--- src/rtl/pipeline_skid_ff_if.sv ---
// rtl/pipeline_skid_ff_if.sv - valid/ready/data beat stream interface for pipeline_skid_ff
//
// Signals:
//   valid  producer -> consumer  beat present
//   data   producer -> consumer  payload, Width bits
//   ready  consumer -> producer  beat accepted when valid && ready at a rising edge
// Modports:
//   master  drives valid/data, observes ready (producer side)
//   slave   observes valid/data, drives ready (consumer side)
interface pipeline_skid_ff_if #(
    parameter int Width = 32
) ();
    logic             valid;
    logic [Width-1:0] data;
    logic             ready;

    modport master (output valid, output data, input ready);
    modport slave  (input valid, input data, output ready);
endinterface

--- src/rtl/pipeline_skid_ff.sv ---
// rtl/pipeline_skid_ff.sv - elastic valid/ready pipeline of Depth registered skid stages
//
// Every stage owns a main register and a skid register. The stage ready is a
// decode of its own state register only, so no combinational path runs from
// out_if.ready back to in_if.ready. Latency is Depth cycles and a stream moves
// at one beat per cycle while the consumer is ready. With the consumer stalled
// the pipe holds 2*Depth beats.
//
// Optional build: define PIPELINE_SKID_FF_STATS_EN to add the occupancy and
// stall_cnt outputs together with the CntWidth parameter.
//
// Ports:
//   clk        in   rising-edge clock
//   rst_n      in   asynchronous active-low reset; clears all valids
//   flush      in   synchronous clear of all stored beats (wins over handshakes)
//   in_if      slave  producer side: valid, data in; ready out
//   out_if     master consumer side: valid, data out; ready in
//   occupancy  out  beats stored, 0..2*Depth          (stats build only)
//   stall_cnt  out  saturating count of stall cycles  (stats build only)
module pipeline_skid_ff #(
    parameter int Width = 32,
    parameter int Depth = 2
`ifdef PIPELINE_SKID_FF_STATS_EN
    ,
    parameter int CntWidth = 32
`endif
) (
    input  logic               clk,
    input  logic               rst_n,
    input  logic               flush,
    pipeline_skid_ff_if.slave  in_if,
    pipeline_skid_ff_if.master out_if
`ifdef PIPELINE_SKID_FF_STATS_EN
    ,
    output logic [$clog2(2*Depth+1)-1:0] occupancy,
    output logic [CntWidth-1:0]          stall_cnt
`endif
);

    // Encoding doubles as the number of beats a stage holds.
    typedef enum logic [1:0] {
        ST_EMPTY = 2'd0,
        ST_BUSY  = 2'd1,
        ST_FULL  = 2'd2
    } stage_state_t;

    // Index k is the link feeding stage k; index Depth is the pipe output.
    logic [Depth:0]   w_vld;
    logic [Depth:0]   w_rdy;
    logic [Width-1:0] w_dat [0:Depth];

    assign w_vld[0]     = in_if.valid;
    assign w_dat[0]     = in_if.data;
    assign in_if.ready  = w_rdy[0];
    assign out_if.valid = w_vld[Depth];
    assign out_if.data  = w_dat[Depth];
    assign w_rdy[Depth] = out_if.ready;

`ifdef PIPELINE_SKID_FF_STATS_EN
    logic [1:0] w_cnt_nxt [0:Depth-1];
`endif

    for (genvar g = 0; g < Depth; g++) begin : g_stage
        stage_state_t     r_state;
        stage_state_t     w_state_nxt;
        logic [Width-1:0] r_m_d;
        logic [Width-1:0] r_s_d;
        logic             w_accept;
        logic             w_down_rdy;
        logic             w_ld_m_in;
        logic             w_ld_m_skid;
        logic             w_ld_s;

        assign w_down_rdy = w_rdy[g+1];
        assign w_accept   = w_vld[g] && (r_state != ST_FULL);

        always_comb begin
            w_state_nxt = r_state;
            w_ld_m_in   = 1'b0;
            w_ld_m_skid = 1'b0;
            w_ld_s      = 1'b0;
            case (r_state)
                ST_EMPTY: begin
                    if (w_accept) begin
                        w_state_nxt = ST_BUSY;
                        w_ld_m_in   = 1'b1;
                    end
                end
                ST_BUSY: begin
                    if (w_accept && !w_down_rdy) begin
                        // Downstream stalled: park the in-flight beat in the skid.
                        w_state_nxt = ST_FULL;
                        w_ld_s      = 1'b1;
                    end else if (w_accept) begin
                        // Emit and accept together: main reloads, count unchanged.
                        w_ld_m_in   = 1'b1;
                    end else if (w_down_rdy) begin
                        w_state_nxt = ST_EMPTY;
                    end
                end
                ST_FULL: begin
                    if (w_down_rdy) begin
                        w_state_nxt = ST_BUSY;
                        w_ld_m_skid = 1'b1;
                    end
                end
                default: w_state_nxt = ST_EMPTY;
            endcase
            if (flush) begin
                w_state_nxt = ST_EMPTY;
            end
        end

        always_ff @(posedge clk or negedge rst_n) begin
            if (!rst_n) begin
                r_state <= ST_EMPTY;
            end else begin
                r_state <= w_state_nxt;
            end
        end

        // Payload registers carry no reset; the valids qualify them.
        always_ff @(posedge clk) begin
            if (w_ld_m_in) begin
                r_m_d <= w_dat[g];
            end else if (w_ld_m_skid) begin
                r_m_d <= r_s_d;
            end
            if (w_ld_s) begin
                r_s_d <= w_dat[g];
            end
        end

        assign w_rdy[g]   = (r_state != ST_FULL);
        assign w_vld[g+1] = (r_state != ST_EMPTY);
        assign w_dat[g+1] = r_m_d;

`ifdef PIPELINE_SKID_FF_STATS_EN
        assign w_cnt_nxt[g] = (w_state_nxt == ST_FULL) ? 2'd2 :
                              (w_state_nxt == ST_BUSY) ? 2'd1 : 2'd0;
`endif
    end

`ifdef PIPELINE_SKID_FF_STATS_EN
    localparam int OccWidth = $clog2(2*Depth+1);

    logic [OccWidth-1:0] r_occ;
    logic [OccWidth-1:0] w_occ_nxt;
    logic [CntWidth-1:0] r_stall;

    // Summing next states keeps the registered count equal to the beats held.
    always_comb begin
        w_occ_nxt = '0;
        for (int i = 0; i < Depth; i++) begin
            w_occ_nxt = w_occ_nxt + OccWidth'(w_cnt_nxt[i]);
        end
    end

    always_ff @(posedge clk or negedge rst_n) begin
        if (!rst_n) begin
            r_occ   <= '0;
            r_stall <= '0;
        end else begin
            r_occ <= w_occ_nxt;
            if (flush) begin
                r_stall <= '0;
            end else if (out_if.valid && !out_if.ready && (r_stall != '1)) begin
                r_stall <= r_stall + CntWidth'(1);
            end
        end
    end

    assign occupancy = r_occ;
    assign stall_cnt = r_stall;
`endif

endmodule
--- src/flat_wrapper.sv ---
// flat-port wrapper written by rule: the top's interface ports become plain ports
module pipeline_skid_ff_flat 
#(
    parameter int Width = 32,
    parameter int Depth = 2

)
  (clk, rst_n, flush, in_if_valid, in_if_data, in_if_ready, out_if_valid, out_if_data, out_if_ready);
  pipeline_skid_ff_if #(.Width(Width)) in_if_i ();
  pipeline_skid_ff_if #(.Width(Width)) out_if_i ();
  input  logic clk;
  input  logic rst_n;
  input  logic flush;
  input wire logic [$bits(in_if_i.valid)-1:0] in_if_valid;
  input wire logic [$bits(in_if_i.data)-1:0] in_if_data;
  output wire logic [$bits(in_if_i.ready)-1:0] in_if_ready;
  output wire logic [$bits(out_if_i.valid)-1:0] out_if_valid;
  output wire logic [$bits(out_if_i.data)-1:0] out_if_data;
  input wire logic [$bits(out_if_i.ready)-1:0] out_if_ready;
  assign in_if_i.valid = in_if_valid;
  assign in_if_i.data = in_if_data;
  assign in_if_ready = in_if_i.ready;
  assign out_if_valid = out_if_i.valid;
  assign out_if_data = out_if_i.data;
  assign out_if_i.ready = out_if_ready;
  pipeline_skid_ff #(.Width(Width), .Depth(Depth)) u_core (.clk(clk), .rst_n(rst_n), .flush(flush), .in_if(in_if_i), .out_if(out_if_i));
endmodule
--- config.mk ---
export PLATFORM = sky130hd
export DESIGN_NAME = pipeline_skid_ff_flat
export DESIGN_NICKNAME = d
export VERILOG_FILES = /design/src/rtl/pipeline_skid_ff_if.sv /design/src/rtl/pipeline_skid_ff.sv /design/src/flat_wrapper.sv
export SDC_FILE = /design/constraint.sdc
export NUM_CORES = 1
export LEC_CHECK = 0
export BUFFER_PORTS_ARGS = -buffer_cell sky130_fd_sc_hd__buf_4
export CORE_MARGIN = 10
export CORE_UTILIZATION = 51
export DETAILED_ROUTE_END_ITERATION = 12
export GPL_TIMING_DRIVEN = 0
export PLACE_DENSITY = 0.74
export SYNTH_ARGS = -nofsm -noshare
export SYNTH_HDL_FRONTEND = slang
export SYNTH_SLANG_ARGS = --single-unit
--- constraint.sdc ---
create_clock -name clk -period 3.1 [get_ports clk]
set_input_delay 0.155 -clock clk [delete_from_list [all_inputs] [get_ports clk]]
set_output_delay 0.155 -clock clk [all_outputs]
set_load 0.03 [all_outputs]
==> results of run 1 <==
-- power by group --
part | switching [mW] | internal (mW) | leakage (nW) | total [mW]
Clock | 0.692 | 1.22 | 0.267 | 1.91
Sequential | 0.0204 | 2.02 | 1.24 | 2.04
Combinational | 0.134 | 0.150 | 0.863 | 0.284
-- state kept, by name, summed over array words and instances (netlist names) --
| register | count |
|---|---|
| u_core.g_stage.r_m_d | 32 |
| u_core.out_if.data | 32 |
| u_core.g_stage.r_state | 4 |
| u_core.g_stage.r_s_d | 64 |
-- layer usage --
layer  vias to the layer above  track usage
met5                         -            0
met4                         0       0.0487
met3                        12       0.0447
met2                        68        0.218
met1                      1237        0.146
li1                       1165            -
-- final timing paths --
check	startpoint	endpoint	slack, ns
hold / removal	in_if_valid	u_core.g_stage[0].r_state[0]	0.06
setup / recovery	u_core.g_stage[1].r_state[0]	u_core.out_if.data[19]	0.85
setup reg to reg	u_core.g_stage[1].r_state[0]	u_core.out_if.data[19]	0.85
min in group asynchronous	rst_n	u_core.g_stage[1].r_state[1]	0.58
max in group asynchronous	rst_n	u_core.g_stage[0].r_state[0]	2.34
hold reg to reg	u_core.g_stage[0].r_m_d[13]	u_core.g_stage[1].r_s_d[13]	0.44
-- through the flow --
step           setup slack [ns]  power (mW)
4_1_cts                   0.806        4.28
3_5_place_dp              0.821        2.33
5_1_grt                   0.690        4.38
6_report                  0.849        4.23
3_3_place_gp             -0.308        2.32
2_1_floorplan             0.390        2.22
-- logic make-up (layout without fill, tap and decap cells) --
| group | count (synthesis) | in the layout | synth area share |
|---|---|---|---|
| mux | 64 | 64 | 0.146 |
| xor+xnor | 1 | 1 | 0.00178 |
| flops | 132 | 132 | 0.800 |
| buf+inv | 6 | 146 | 0.0147 |
| simple gates | 19 | 19 | 0.0267 |
| compound gates | 7 | 7 | 0.0102 |
-- worst max-delay path, delay by kind of cell (launching register included) --
kind | cells | cell delay, ns
AND/OR/NAND/NOR | 3 | 1.23
flip-flops | 1 | 0.41
buffers and inverters | 1 | 0.22
-- repair_timing --
action,CTS,global route
hold buffers,37,0
setup endpoints to repair,0,0
hold endpoints to repair,72,0
-- cell type report --
cell class                      instances  area share
Sequential cell                       132       0.595
Timing Repair Buffer                  109       0.142
Multi-Input combinational cell         91       0.141
Clock buffer                           18      0.0630
Tap cell                              129      0.0243
Clock inverter                         13      0.0240
Buffer                                  6      0.0109
-- layout by cell type (no fill, tap or decap), types with 2 or more instances in the layout --
cell,instances
edfxtp_1,128
buf_6,4
mux2_2,63
clkinvlp_4,5
nand2_1,2
clkinv_2,2
dlygate4sd3_1,37
dfrtp_1,4
bufinv_16,3
nor2b_4,2
buf_4,70
clkbuf_8,3
nand2b_1,2
a21oi_1,2
clkbuf_16,16
==> results.md, run 1 <==
- Post-synthesis cell count: roughly 230
- Number of remaining DRC errors: 0
- Top-area cell type share of the netlist area: 0.780
- Post-route ant nets: 0
- Most instantiated cells after synthesis: 128 x edfxtp_1, 63 x mux2_2, 4 x buf_6, 4 x dfrtp_1, 3 x nand2b_1
- Vias per std cell: ~5.0
- Final GP Congestion: between 0.7 and 0.8
- GRT Total Usage: 0.128
- Antenna Cells: 0
- Startpoint types: register
- Die ar.: about 0.014 mm^2
- Uppermost layer routed: met4
- Post-Place Cell Area: 0.00568 mm^2
- Synthesis Warnings: 0
- Hold WC Path Type: input port to register
- Total wire length: roughly 8600 um
- Slew Viols, Final: 0
- Status: completed
- FF+latch count, synth: roughly 130
- First-pass GRT wire length: approximately 14,000 um
- CTS Buf Count: 17
- Placed cells: between 400 and 500
- Max incr delay on CP: roughly 0.70 ns
- Slew HR: 0.428
- Largest net degree at the start of global routing: 33
- Measured slew at the worst slew-check pin: 0.858 ns
- # IOs: 71
- Nets: about 390
- WL per Instance: between 15 and 20 um
- FFs w/ async S/R, synth: 0.0303
- Leakage power: roughly 2.4 nW
- Post-CTS sizing: 0
- Setup-failing EPs final: 0
- Post-Syn Nets: about 270
- Starting Density: 0.528
- Post-synth top flop: edfxtp_1
- Worst hold slack: a little over 0.06 ns
- Worst Skew: about 0.0066 ns
- H-tree levels: 4
- Metal2 WL: about 4600 um
- Pwr/cell area: about 640 mW/mm^2
- Die H: ~120 um
- Setup TNS: 0 ns
- Finished Layout Cells: ~500
- Site row count: 35
- Syn Area/Cell: around 22 um^2
- Detail Placement HPWL: approximately 5400 um
- Hold path depth: 4
- Clk slew on worst S/H paths: around 0.060 ns
- Max Root-Sink Buffers: 2
- Fin crit period: approximately 2.3 ns
- RSZ-0062 raised after global routing: false
- Core Footprint: roughly 0.0093 mm^2
- Vias after detailed routing: around 2,500
- 1st-pass router iterations: 6
- Final Cycle Share: 0.726
- Post-layout instance area: ~0.0066 mm^2
- Setup bufs post-CTS: 0
- Wire length on met3: between 400 and 500 um
- Antenna violations before repair: 0
- Share of the yosys chip area belonging to registers: 0.800
- Worst-Skew Late Latency: between 0.4 and 0.5 ns
- EDFF count, synth: 128
- Port Buf Inserts: 70
- WP data required: about 3.2 ns
- Yosys cell types: 27
- CTS tree: yes
- Worst-path fanout max: 32
- CP max stage cell: nand2b_2
- Synthesized area: between 0.004 and 0.005 mm^2
- DR iter-0 viols: about 130
- Hold Fails Final Rpt: 0
- FMAX: 0.444 GHz
- Clock sink total: approximately 130
- Crit path DAT: approximately 2.4 ns
- R2r worst-path depth: 4
- Max-cap viol count: 0
- Register Area: a little under 0.004 mm^2
- Synth area leaders: edfxtp_1 78%, mux2_2 14%, dfrtp_1 2.0%
- Area grow syn2layout: 34.6%
- Number of global-route vias before repair: between 2,000 and 3,000
- Crit path kind: register to register
- Synth area leader: edfxtp_1
- Clk root buf: clkbuf_8
- Layout cells sized above 1: 0.488
- Critical Path End Type: register
- Fin util: 0.711
- Die W: ~120 um
- Grt ovf: 0
- CP cell instances: nor2b_4, nor3_4, buf_6, nand2b_2
- Multi-input logic area: 933 um^2
- Most common cell in the netlist: edfxtp_1
- Peak VDD IR: about 0.43 mV
- DRT met1 WL: about 3500 um
- Layout fillers: approximately 610
No activity file was read; power rests on OpenSTA's default activity.
==> run 2, diff against run 1 <==
ABC_AREA = 1   (was default)
clock period = 1.94 ns   (was 3.1 ns; I/O delays follow)
==> run 2 against run 1 <==
- the flow now finishes with violations (setup timing)
- worst hold slack about the same
- final area increased by 2.4%
- via count increased by 25%
- routed wire length increased by 12%
- core utilization decreased by 1.6 points
- critical endpoint is now u_core.g_stage[0].r_m_d[18]
==> results.md, run 2 <==
- Vias per std cell: 4.70 (-5.8%)
- Setup-failing EPs final: 1 (+1)
- Post-Synth Simple-Gate Area: 0.0765 (+0.0499)
- Mux share of post-synthesis cell area: 0 (-0.146)
- Number of remaining DRC errors: 0 (unchanged)
- Clk slew on worst S/H paths: 0.06 ns (about the same)
- Leakage power: 2.80 nW (+18%)
- Fin crit period: 1.94 ns (-0.310 ns)
- Antenna Cells: 0 (unchanged)
- Most common cell after layout, fill and taps aside: edfxtp_1
- First-pass GRT wire length: 15,300 um (+8.5%)
- Hold WC Path Type: input port to register
- DR iter-0 viols: 232 (+77%)
- Crit path max-delay family: buffers and inverters
- Site row count: 36 (+2.9%)
- Port Buf Inserts: 70 (unchanged)
- Vias after detailed routing: 3,114 (+25%)
- Largest net degree at the start of global routing: 33 (unchanged)
- Area grow syn2layout: 33.1%
- Fin util: 0.695 (-0.0162)
- Synth area leader: edfxtp_1
- FF+latch count, synth: 132 (unchanged)
- Total wire length: 9620 um (+12%)
- Crit path DAT: 2.10 ns (-0.27 ns)
- CTS Buf Count: 17 (unchanged)
- RSZ-0062 raised after global routing: true
- Setup TNS: -0.00165 ns (-0.00165 ns)
- Die W: 120 um (+1.5%)
- Placed cells: 591 (+37%)
- Critical Path End Type: register
- Post-route ant nets: 0 (unchanged)
- Synth area leaders: edfxtp_1 75%, nand2_1 5.8%, inv_1 5.2%
- FFs w/ async S/R, synth: 0.0303 (unchanged)
- Crit path kind: register to register
- Final Cycle Share: 1.00 (+0.275)
- H-tree levels: 4 (unchanged)
- Post-Place Worst Slack: -0.137 ns (-0.958 ns)
- Core Footprint: 0.00977 mm^2 (+4.8%)
- Nets: 554 (+41%)
- CP max stage cell: dfrtp_1
- Peak VDD IR: 0.610 mV (+43%)
- Startpoint types: register
- Max-cap viol count: 0 (unchanged)
- Status: complete, but fails checks
- FMAX: 0.515 GHz (+16%)
- Most instantiated cells after synthesis: 128 x edfxtp_1, 79 x nand2_1, 71 x inv_1
- Starting Density: 0.522 (-0.00635)
- Layout fillers: 642 (+5.1%)
- Register Area: 0.00394 mm^2 (unchanged)
- EDFF count, synth: 128 (unchanged)
- Measured slew at the worst slew-check pin: 1.03 ns (+0.168 ns)
- Synth Area in Compound Gates: 0.0731 (+0.0629)
- Layout cells sized above 1: 0.236 (-0.252)
- CTS tree: yes
- Finished Layout Cells: 663 (+33%)
- Fin worst setup slack: -0.00165 ns (-0.850 ns)
- Synthesized area: 0.00510 mm^2 (+3.5%)
- Die H: 120 um (+1.5%)
- Post-synth top flop: edfxtp_1
- Biggest register: u_core.g_stage.r_s_d
- 1st-pass router iterations: 4 (-2)
- Clk root buf: clkbuf_8
- Max Root-Sink Buffers: 2 (unchanged)
- Pwr/cell area: 1130 mW/mm^2 (+77%)
- Commonest cells after routing, fill and taps aside: 128 x edfxtp_1, 79 x nand2_1, 75 x buf_4
- Syn Area/Cell: 13.1 um^2 (-39%)
- Worst-Skew Late Latency: 0.51 ns (+0.02 ns)
- Final GP Congestion: 0.792 (+9.6%)
- Failing checks: setup timing
- # IOs: 71 (unchanged)
- Total power draw: 7.66 mW (+81%)
- WP data required: 2.10 ns (-1.11 ns)
- Synthesis Warnings: 0 (unchanged)
- Hold Fails Final Rpt: 0 (unchanged)
- WL per Instance: 14.5 um (-16%)
- Worst-path fanout max: 32 (unchanged)
- Die ar.: 0.0144 mm^2 (+2.9%)
- Max reg flops: 64 (unchanged)
- Number of global-route vias before repair: 3,133 (+15%)
- Main combinational cell family by area after synthesis: buffers and inverters
- Detail Placement HPWL: 6160 um (+13%)
- Grt ovf: 0 (unchanged)
- Post-synthesis xor/xnor area fraction: 0 (-0.00178)
- Clock sink total: 132 (unchanged)
- Slew Viols, Final: 0 (unchanged)
- Slew HR: 0.314 (-0.114)
- Post-Place Cell Area: 0.00583 mm^2 (+2.6%)
- GRT Total Usage: 0.137 (+0.00841)
- Yosys cell types: 16 (-41%)
- Antenna violations before repair: 0 (unchanged)
- Buffers plus inverters on the worst setup path: 3 (+2)
- Post-Syn Nets: 425 (+60%)
- Post-synthesis cell count: 388 (+69%)
- Adder-Cell Fraction of Synth Area: 0 (unchanged)
- Multi-input logic area: 823 um^2 (-12%)
- Worst Skew: 0.00530 ns (-0.00126 ns)
- CP cell instances: inv_2, nand2_4, o211ai_2, buf_6, buf_4, o21ai_4
- Max incr delay on CP: 0.43 ns (-0.27 ns)
- Share of the yosys chip area belonging to registers: 0.773 (-0.0273)
- Post-layout instance area: 0.00679 mm^2 (+2.4%)
- Top-area cell type share of the netlist area: 0.753 (-0.0266)
- Worst hold slack: 0.0615 ns (+0.0000595 ns)
- Most common cell in the netlist: edfxtp_1
## run 2: changes by cell type in the layout (fill, tap and decap cells not counted), moves of 3 or more
cell     before  now
inv_1         0   71
buf_6         4    7
buf_4        70   75
nand2_1       2   79
o21ai_1       0   27
mux2_2       63    0
nand3_1       0    7
o21ai_0       0   39
nor2_4        0    4
nor2_1        1    9
## run 2: layer usage
layer	global-route usage	routed length, um	up-vias
li1	-	-	1572
met1	0.150	4010	1440
met2	0.233	4930	96
met3	0.0558	613	6
met4	0.0520	65	0
met5	0	0	-
## run 2: timing repair
action | 4_1_cts | 5_1_grt
hold endpoints to repair | 71 | 0
hold buffers | 37 | 0
setup buffers | 0 | 1
resized for setup | 1 | 1
gates cloned | 1 | 1
endpoints found under the setup margin | 49 | 81
pin swaps | 1 | 2
## run 2: area by class of cell
class / instances / share of cell area
inverter: 72 / 0.0398
clock inverter: 15 / 0.0195
tap: 133 / 0.0245
sequential: 132 / 0.581
timing repair buffer: 108 / 0.135
multi-input combinational: 172 / 0.121
buffer: 14 / 0.0182
clock buffer: 17 / 0.0610
## run 2: power breakdown
group / total [mW] / switching (mW) / internal (mW) / leakage, nW
clock network: 2.88 / 1.18 / 1.70 / 0.251
registers: 3.56 / 0.0871 / 3.47 / 1.25
logic: 1.21 / 0.780 / 0.434 / 1.30
total: 7.66 / 2.05 / 5.60 / 2.80
## run 2: worst reg2reg max path: cells and delay by family, from the launching register on
| kind | cells | cell delay (ns) |
|---|---|---|
| flip-flops | 1 | 0.43 |
| buffers and inverters | 3 | 0.53 |
| AO/OA/AOI/OAI | 2 | 0.54 |
| AND/OR/NAND/NOR | 1 | 0.10 |
## run 2: logic make-up (layout without fill, tap and decap cells)
family / count (synthesis) / count (layout)
AND/OR/NAND/NOR: 99 / 101
flip-flops: 132 / 132
buffers and inverters: 86 / 226
AO/OA/AOI/OAI: 71 / 71
## run 2: worst paths after layout
| check | startpoint | end | slack [ns] | cells after the start |
|---|---|---|---|---|
| setup / recovery | u_core.g_stage[1].r_state[0] | u_core.g_stage[0].r_m_d[18] | -0.002 | 6 |
| hold / removal | out_if_ready | u_core.g_stage[1].r_s_d[24] | 0.06 | 2 |
| setup reg to reg | u_core.g_stage[1].r_state[0] | u_core.g_stage[0].r_m_d[18] | -0.002 | 6 |
| hold reg to reg | u_core.g_stage[0].r_m_d[18] | u_core.g_stage[1].r_s_d[18] | 0.44 | 0 |
| max in group asynchronous | rst_n | u_core.g_stage[0].r_state[0] | 1.21 | 3 |
| min in group asynchronous | rst_n | u_core.g_stage[0].r_state[1] | 0.53 | 3 |
==> run 3, diff against run 2 <==
--- a/config.mk
+++ b/config.mk
@@ -11,4 +11,5 @@
 export CORE_UTILIZATION = 51
 export DETAILED_ROUTE_END_ITERATION = 12
+export GPL_ROUTABILITY_DRIVEN = 0
 export GPL_TIMING_DRIVEN = 0
 export PLACE_DENSITY = 0.74
==> constraint.sdc (replaced) <==
create_clock -name clk -period 1.94 [get_ports clk]
set_input_delay 0.291 -clock clk [delete_from_list [all_inputs] [get_ports clk]]
set_output_delay 0.291 -clock clk [all_outputs]
set_load 0.02 [all_outputs]
==> run 3 against run 2 <==
- the flow still finishes with violations (setup timing)
- die area unchanged
- critical path depth unchanged
- clock skew about the same
- sequential power about the same
- non-clock buffer count down 2
- setup slack worse by 0.0077 ns
==> results.md, run 3 (synthesis results as in run 2) <==
- Status: complete, but fails checks
- Failing checks: setup timing
- Detail Placement HPWL: 6160 um (unchanged)
- Clock sink total: 132 (unchanged)
- Vias after detailed routing: 3,116 (+0.064%)
- FMAX: 0.513 GHz (-0.40%)
- Clk slew on worst S/H paths: 0.06 ns (about the same)
- Area grow syn2layout: 32.7%
- # IOs: 71 (unchanged)
- Port Buf Inserts: 70 (unchanged)
- Max reg flops: 64 (unchanged)
- Number of remaining DRC errors: 0 (unchanged)
- Final Cycle Share: 1.00 (+0.00397)
- Total wire length: 9540 um (-0.80%)
- Worst R2R Setup Slack: -0.009 ns (about the same)
- Hold Fails Final Rpt: 0 (unchanged)
- Peak VDD IR: 0.609 mV (-0.17%)
- WP data required: 2.11 ns (about the same)
- Post-route ant nets: 0 (unchanged)
- Worst Skew: 0.00565 ns (+0.000355 ns)
- Max Root-Sink Buffers: 2 (unchanged)
- RSZ-0062 raised after global routing: true
- Antenna Cells: 0 (unchanged)
- Worst-Skew Late Latency: 0.51 ns (about the same)
- Slew HR: 0.310 (-0.00344)
- R2r worst-path depth: 6 (unchanged)
- Slew Viols, Final: 0 (unchanged)
- Fin worst setup slack: -0.00935 ns (-0.00771 ns)
- Register Area: 0.00394 mm^2 (unchanged)
- Critical Path End Type: register
- Layout fillers: 649 (+1.1%)
- CTS Buf Count: 17 (unchanged)
- Grt ovf: 0 (unchanged)
- Die H: 120 um (unchanged)
- Number of global-route vias before repair: 3,122 (-0.35%)
- Startpoint types: register
- Post-Place Worst Slack: -0.137 ns (unchanged)
- Vias per std cell: 4.71 (+0.37%)
- CTS tree: yes
- Worst Setup SP: u_core.g_stage[1].r_state[0]
- Hold WC Path Type: input port to asynchronous set/reset pin
- H-tree levels: 4 (unchanged)
- Crit path DAT: 2.12 ns (+0.02 ns)
- Placed cells: 591 (unchanged)
- Commonest cells after routing, fill and taps aside: 128 x edfxtp_1, 79 x nand2_1, 75 x buf_4
- Fin util: 0.693 (-0.00205)
- Largest net degree at the start of global routing: 33 (unchanged)
- First-pass GRT wire length: 15,200 um (-0.63%)
- Fin crit period: 1.95 ns (+0.00771 ns)
- Nets: 552 (-0.36%)
- DR iter-0 viols: 181 (-22%)
- Worst hold slack: 0.113 ns (+0.0520 ns)
- 1st-pass router iterations: 4 (unchanged)
- Worst-path fanout max: 32 (unchanged)
- Pwr/cell area: 1120 mW/mm^2 (-1.1%)
- Starting Density: 0.522 (unchanged)
- WL per Instance: 14.4 um (-0.50%)
- Max-cap viol count: 0 (unchanged)
- Layout cells sized above 1: 0.237 (+0.000893)
- Reg-to-reg critical path startpoint: u_core.g_stage[1].r_state[0]
- GRT Total Usage: 0.136 (-0.000700)
- Site row count: 36 (unchanged)
- Setup-failing EPs final: 24 (+23)
- Multi-input logic area: 823 um^2 (unchanged)
- Crit path kind: register to register
- Setup TNS: -0.140 ns (-0.138 ns)
- Most common cell after layout, fill and taps aside: edfxtp_1
- Die W: 120 um (unchanged)
- Worst r2r dst: u_core.g_stage[0].r_m_d[18]
- Biggest register: u_core.g_stage.r_s_d
- Antenna violations before repair: 0 (unchanged)
- Clk root buf: clkbuf_8
- Die ar.: 0.0144 mm^2 (unchanged)
- Core Footprint: 0.00977 mm^2 (unchanged)
- Finished Layout Cells: 661 (-0.30%)
- Measured slew at the worst slew-check pin: 1.03 ns (+0.00514 ns)
- Leakage power: 2.79 nW (-0.30%)
-- run 3: power by group --
group | switching, mW | internal (mW) | leakage [nW]
logic | 0.676 | 0.430 | 1.29
registers | 0.0871 | 3.47 | 1.25
clock network | 1.19 | 1.70 | 0.251
-- run 3: routing by layer --
metal	up-vias	GRT usage	share of wire
li1	1568	-	-
met1	1442	0.149	0.41
met2	93	0.231	0.51
met3	13	0.0563	0.065
met4	0	0.0520	0.013
met5	-	0	0
-- run 3: repair_timing --
item,4_1_cts,5_1_grt
buffers inserted,0,1
resized for setup,1,1
hold endpoints to repair,37,0
cloned,1,1
pin swaps,1,2
endpoints found under the setup margin,49,81
hold buffers,35,0
-- run 3: worst max path at each step --
stage | endpoint | depth (start not counted)
after global placement | u_core.g_stage[1].r_s_d[12] | 4
final | u_core.g_stage[0].r_m_d[18] | 6
after global routing | u_core.g_stage[0].r_m_d[18] | 6
after floorplan | u_core.g_stage[1].r_s_d[0] | 4
after detailed placement | u_core.g_stage[0].r_s_d[17] | 5
after CTS | u_core.g_stage[0].r_m_d[18] | 6
-- run 3: final cells by class --
class | count | share of cell area
timing repair buffer | 106 | 0.132
buffer | 14 | 0.0183
inverter | 72 | 0.0399
clock buffer | 17 | 0.0612
multi-input combinational | 172 | 0.122
tap | 133 | 0.0246
sequential | 132 | 0.583
clock inverter | 15 | 0.0196
-- run 3: critical path, cell delays in order, from the launching register on --
cell and delay, ns:
dfrtp_1 0.43, inv_2 0.13, nand2_4 0.10, o211ai_2 0.24, buf_6 0.19, buf_4 0.21
o21ai_4 0.30
-- run 3: metrics by stage --
stage	area (um^2)	power, mW
detailed placement	5830	4.66
floorplan	5130	4.22
CTS	6740	7.61
global route	6770	7.86
finish	6770	7.55
global placement	5820	4.61
